File: src/rtl/wb_trace_monitor.sv
// Writeback trace monitor: timestamps core writebacks during a bounded run into a FWFT FIFO.
// Optional macro WB_TRACE_CHANGE_FILTER_EN captures only values that differ from the last capture.
module wb_trace_monitor #(
    parameter int DATA_W     = 32,
    parameter int CNT_W      = 16,
    parameter int DEPTH      = 8,
    parameter int MAX_CYCLES = 40
) (
    input  logic                      clk,
    input  logic                      rst,
    input  logic                      en,
    input  logic                      wb_valid,
    input  logic [DATA_W-1:0]         wb_data,
    input  logic                      rd_en,
    output logic [CNT_W+DATA_W-1:0]   rd_data,
    output logic                      rd_valid,
    output logic [$clog2(DEPTH):0]    count,
    output logic [CNT_W-1:0]          cycle,
    output logic                      overflow,
    output logic                      done
);

    localparam int AW = $clog2(DEPTH);
    localparam int EW = CNT_W + DATA_W;

    typedef enum logic [1:0] {IDLE, RUN, DONE} state_t;

    state_t          state_q, state_d;
    logic [CNT_W-1:0] cycle_q, cycle_d;
    logic [AW-1:0]   wptr_q, wptr_d, rptr_q, rptr_d;
    logic [AW:0]     count_q, count_d;
    logic            overflow_q, overflow_d;
    logic [EW-1:0]   mem_q [DEPTH];

    logic empty, full, capture_req, accept, push, pop;

    // NOTE: every always_comb output gets a default first so no path infers a latch.
    always_comb begin
        state_d = state_q;
        cycle_d = cycle_q;
        case (state_q)
            IDLE: if (en) begin
                state_d = RUN;
                cycle_d = '0;
            end
            RUN: if (!en) begin
                state_d = IDLE;
            end else begin
                cycle_d = cycle_q + CNT_W'(1);
                if (cycle_q == CNT_W'(MAX_CYCLES - 1)) state_d = DONE;
            end
            DONE: if (!en) state_d = IDLE;
            default: state_d = IDLE;
        endcase
    end

`ifdef WB_TRACE_CHANGE_FILTER_EN
    logic [DATA_W-1:0] last_q, last_d;
    logic              seen_q, seen_d;

    assign accept = !seen_q || (wb_data != last_q);

    always_comb begin
        last_d = last_q;
        seen_d = seen_q;
        if (push) begin
            last_d = wb_data;
            seen_d = 1'b1;
        end
    end

    always_ff @(posedge clk or negedge rst) begin
        if (!rst) begin
            last_q <= '0;
            seen_q <= 1'b0;
        end else begin
            last_q <= last_d;
            seen_q <= seen_d;
        end
    end
`else
    assign accept = 1'b1;
`endif

    assign empty       = (count_q == '0);
    assign full        = (count_q == (AW+1)'(DEPTH));
    assign capture_req = (state_q == RUN) && en && wb_valid && accept;
    assign pop         = rd_en && !empty;
    // A full FIFO still accepts a push when the head leaves in the same cycle.
    assign push        = capture_req && (!full || pop);

    always_comb begin
        wptr_d     = push ? wptr_q + AW'(1) : wptr_q;
        rptr_d     = pop  ? rptr_q + AW'(1) : rptr_q;
        overflow_d = overflow_q | (capture_req && full && !pop);
        count_d    = count_q;
        case ({push, pop})
            2'b10:   count_d = count_q + (AW+1)'(1);
            2'b01:   count_d = count_q - (AW+1)'(1);
            default: count_d = count_q;
        endcase
    end

    // NOTE: sequential state uses non-blocking assignments so all flops update together.
    always_ff @(posedge clk or negedge rst) begin
        if (!rst) begin
            state_q    <= IDLE;
            cycle_q    <= '0;
            wptr_q     <= '0;
            rptr_q     <= '0;
            count_q    <= '0;
            overflow_q <= 1'b0;
        end else begin
            state_q    <= state_d;
            cycle_q    <= cycle_d;
            wptr_q     <= wptr_d;
            rptr_q     <= rptr_d;
            count_q    <= count_d;
            overflow_q <= overflow_d;
        end
    end

    // NOTE: storage is not reset; empty-gating of rd_data hides stale contents.
    always_ff @(posedge clk) begin
        if (push) mem_q[wptr_q] <= {cycle_q, wb_data};
    end

    assign rd_data  = empty ? '0 : mem_q[rptr_q];
    assign rd_valid = !empty;
    assign count    = count_q;
    assign cycle    = cycle_q;
    assign overflow = overflow_q;
    assign done     = (state_q == DONE);

endmodule

File: config.mk
export PLATFORM = sky130hd
export DESIGN_NAME = wb_trace_monitor
export DESIGN_NICKNAME = d
export VERILOG_FILES = /design/src/rtl/wb_trace_monitor.sv
export SDC_FILE = /design/constraint.sdc
export NUM_CORES = 1
export LEC_CHECK = 0
export ABC_AREA = 0
export ABC_CLOCK_PERIOD_IN_PS = 6400
export CORE_AREA = 2 2 205 207
export DETAILED_ROUTE_END_ITERATION = 10
export DIE_AREA = 0 0 207 209
export HOLD_SLACK_MARGIN = 0.1
export MAX_ROUTING_LAYER = met4
export PLACE_DENSITY_LB_ADDON = 0.1
export SLEW_MARGIN = 0
export SYNTH_ARGS = -nofsm -noshare
export SYNTH_HDL_FRONTEND = slang
export SYNTH_SLANG_ARGS = --single-unit
File: constraint.sdc
create_clock -name clk -period 6.4 [get_ports clk]
set_input_delay 1.28 -clock clk [delete_from_list [all_inputs] [get_ports clk]]
set_output_delay 1.28 -clock clk [all_outputs]
set_load 0.005 [all_outputs]
==> results.yml <==
timing:
  period_share: 0.749
  hold_viol: 0
  max_slew_margin: 0.466
  tightestPinTransition_ns: 0.801
  slew_viol_final: 0
  fmax_mhz: 209
  grt_setup_unrepaired: "no"
  skew_ns: 0.0181
  fin_setup_tns_ns: 0
  timing.hold.ws_ns: 0.520
  period_minus_slack_ns: 4.80
  finalSetupViolations: 0
detailed_routing:
  wl_mm: 33.9
  dr.pass1.iters: 4
  drt_iter0_drc: 449
  wl_per_cell_microns: 22.7
  via_per_inst: 5.31
  ant_nets: 0
  via_count: 7948
  drc: 0
floorplan:
  io_pins: 108
  die_h_microns: 209
  initial_utilization: 0.395
  die_area_sq_um: 43300
  core_area_sq_um: 41300
  rows: 75
  die_width_microns: 207
placed_design:
  routabilityCongestion: 0.735
  dp_hpwl_mm: 18.9
  io_buffers: 107
outcome:
  outcome: "finished clean"
worst_setup_path:
  cp.required_ns: 5.12
  crit_path_end_kind: "output pin"
  cp-start-kind: "flop"
  cp.arrival_ns: 3.52
  path_class: "reg -> out"
  cp_max_fo: 53
pwr:
  power.density_nw_per_um2: 409
  pwr-share-comb: 0.267
  p_clk_frac: 0.308
  power_switching_mw: 2.18
  p_sw_frac: 0.273
  total_power_mw: 7.96
  p_leak_nw: 6.52
  p_int_mw: 5.79
  seqPwrFrac: 0.425
  ir_drop_mv: 0.206
logic_synthesis:
  netlist_area_sq_um: 16300
  syn_nets: 836
  yosys-top-cells-area: "edfxtp_1 71%, mux4_2 13%, dfrtp_1 4.4%, mux2i_1 3.3%, nor2_1 1.6%"
  ys_async_sr_fraction: 0.0702
  synth_top_area_share: 0.707
  synthDistinctLibCells: 52
  synthCells: 795
  syn_avg_cell_area_sq_um: 20.5
  synth_enable_flop_cells: 384
  synth-seq-area-share: 0.752
  yosysWarnings: 0
  ys_ff_latch: 413
  dominantRegCellSynth: "edfxtp_1"
  yosys.area.top_type: "edfxtp_1"
clock_network:
  clockRootBuffer: "clkbuf_16"
  clock_path_buffers: 3
  cts_buffers: 44
  cts_tree: "done"
  post_cts_buffers: 0
  path_clk_slew_ns: 0.06
  cts.sinks: 413
  htreeDepth: 2
  clk_latency_ns: 0.54
  holdBufCountCts: 0
  cts_resized: 0
layout:
  nFillCells: 3487
  diodes: 0
  layout_common_cells: "384 x edfxtp_1, 107 x clkdlybuf4s50_1, 96 x mux4_2"
  mostFrequentLayoutCell: "edfxtp_1"
  layout-drive-gt1-share: 0.208
  layout.nets: 963
  area_growth_pct: 19.3
grt:
  grt_overflow_total: 0
  grt_pass1_wl_mm: 52.5
  grt_pass1_vias: 8717
  grt_max_degree: 54
  antenna_found_initial: 0
  groute.usage.overall: 0.164
hold_path:
  hold_path.class: "reg -> reg"
flow_run:
  maxCapViolations: 0
[cell type report]
class / instances / area [sq um] / area share
clock buffers: 58 / 1190 / 0.0614
clock inverters: 24 / 218 / 0.0112
inverters: 3 / 11.3 / 0.000579
multi-input cells: 335 / 3870 / 0.199
flip-flops and latches: 413 / 12300 / 0.630
well taps: 539 / 674 / 0.0347
repair buffers: 125 / 1220 / 0.0626
[sequential cells by signal (all words and copies together) (netlist names)]
name and count:
mem_q 384, cycle 16, count 4, rptr_q 3, wptr_q 3, state_q 2, overflow 1
[metal layers]
metal	vias up	wire (microns)	part of all wire	global-route usage
li1	3516	-	-	-
met1	4223	15500	0.46	0.221
met2	171	16600	0.49	0.263
met3	38	1320	0.039	0.0254
met4	0	519	0.015	0.0404
met5	-	0	0	-
[synth_stat cells (all sizes together), types with 4 or more instances]
cell type    n
a21oi        5
a22o         4
buf         25
clkbuf      19
dfrtp       29
edfxtp     384
ha           4
mux2i       53
mux4        96
nand2       18
nand2b       4
nand3        6
nor2        70
nor3        10
nor4         7
o21ai       10
o31ai        5
xnor2        6
[per-stage QoR]
step	std cells	area [sq um]	utilization	setup slack, ns
floorplan	795	16300	-	0.664
global placement	1415	18000	0.437	1.91
detailed placement	1415	18000	0.437	1.85
CTS	1497	19500	0.471	1.52
global route	1497	19500	0.471	1.36
finish	1497	19500	0.471	1.60
[power by group through the flow]
stage | Combinational, mW | Sequential [mW] | Clock [mW]
after global routing | 2.31 | 3.44 | 2.62
final | 2.12 | 3.39 | 2.45
after detailed placement | 2.17 | 3.46 | 0
after CTS | 2.18 | 3.41 | 2.53
after floorplan | 1.45 | 3.20 | 0
after global placement | 2.17 | 3.45 | 0
[cells by family after synthesis]
group,Yosys count,synth area share
AOI/OAI and AO/OA,39,0.0171
and+or+nand+nor,133,0.0431
adders and majority gates,4,0.00307
DFF,413,0.752
muxes,151,0.166
buffers and inverters,47,0.0143
xor gates and xnor gates,8,0.00430
[critical path: stages, from the launching register on]
cell,delay (ns)
dfrtp_4,0.91
buf_4,0.69
mux4_2,0.34
mux2i_1,0.07
nor2_1,0.28
clkdlybuf4s50_1,0.57
[path summary, 6_finish.rpt]
| path | to | from | cells after the start | slack (ns) |
|---|---|---|---|---|
| min in group asynchronous | cycle[5] | rst | 2 | 1.13 |
| setup reg to reg | mem_q[7][22] | state_q[0] | 5 | 3.10 |
| max in group asynchronous | rptr_q[1] | rst | 2 | 4.94 |
| hold / removal | overflow | overflow | 1 | 0.52 |
| hold reg to reg | overflow | overflow | 1 | 0.52 |
| setup / recovery | rd_data[44] | rptr_q[1] | 5 | 1.60 |
Note: power is estimated with default switching activity, not from simulation.
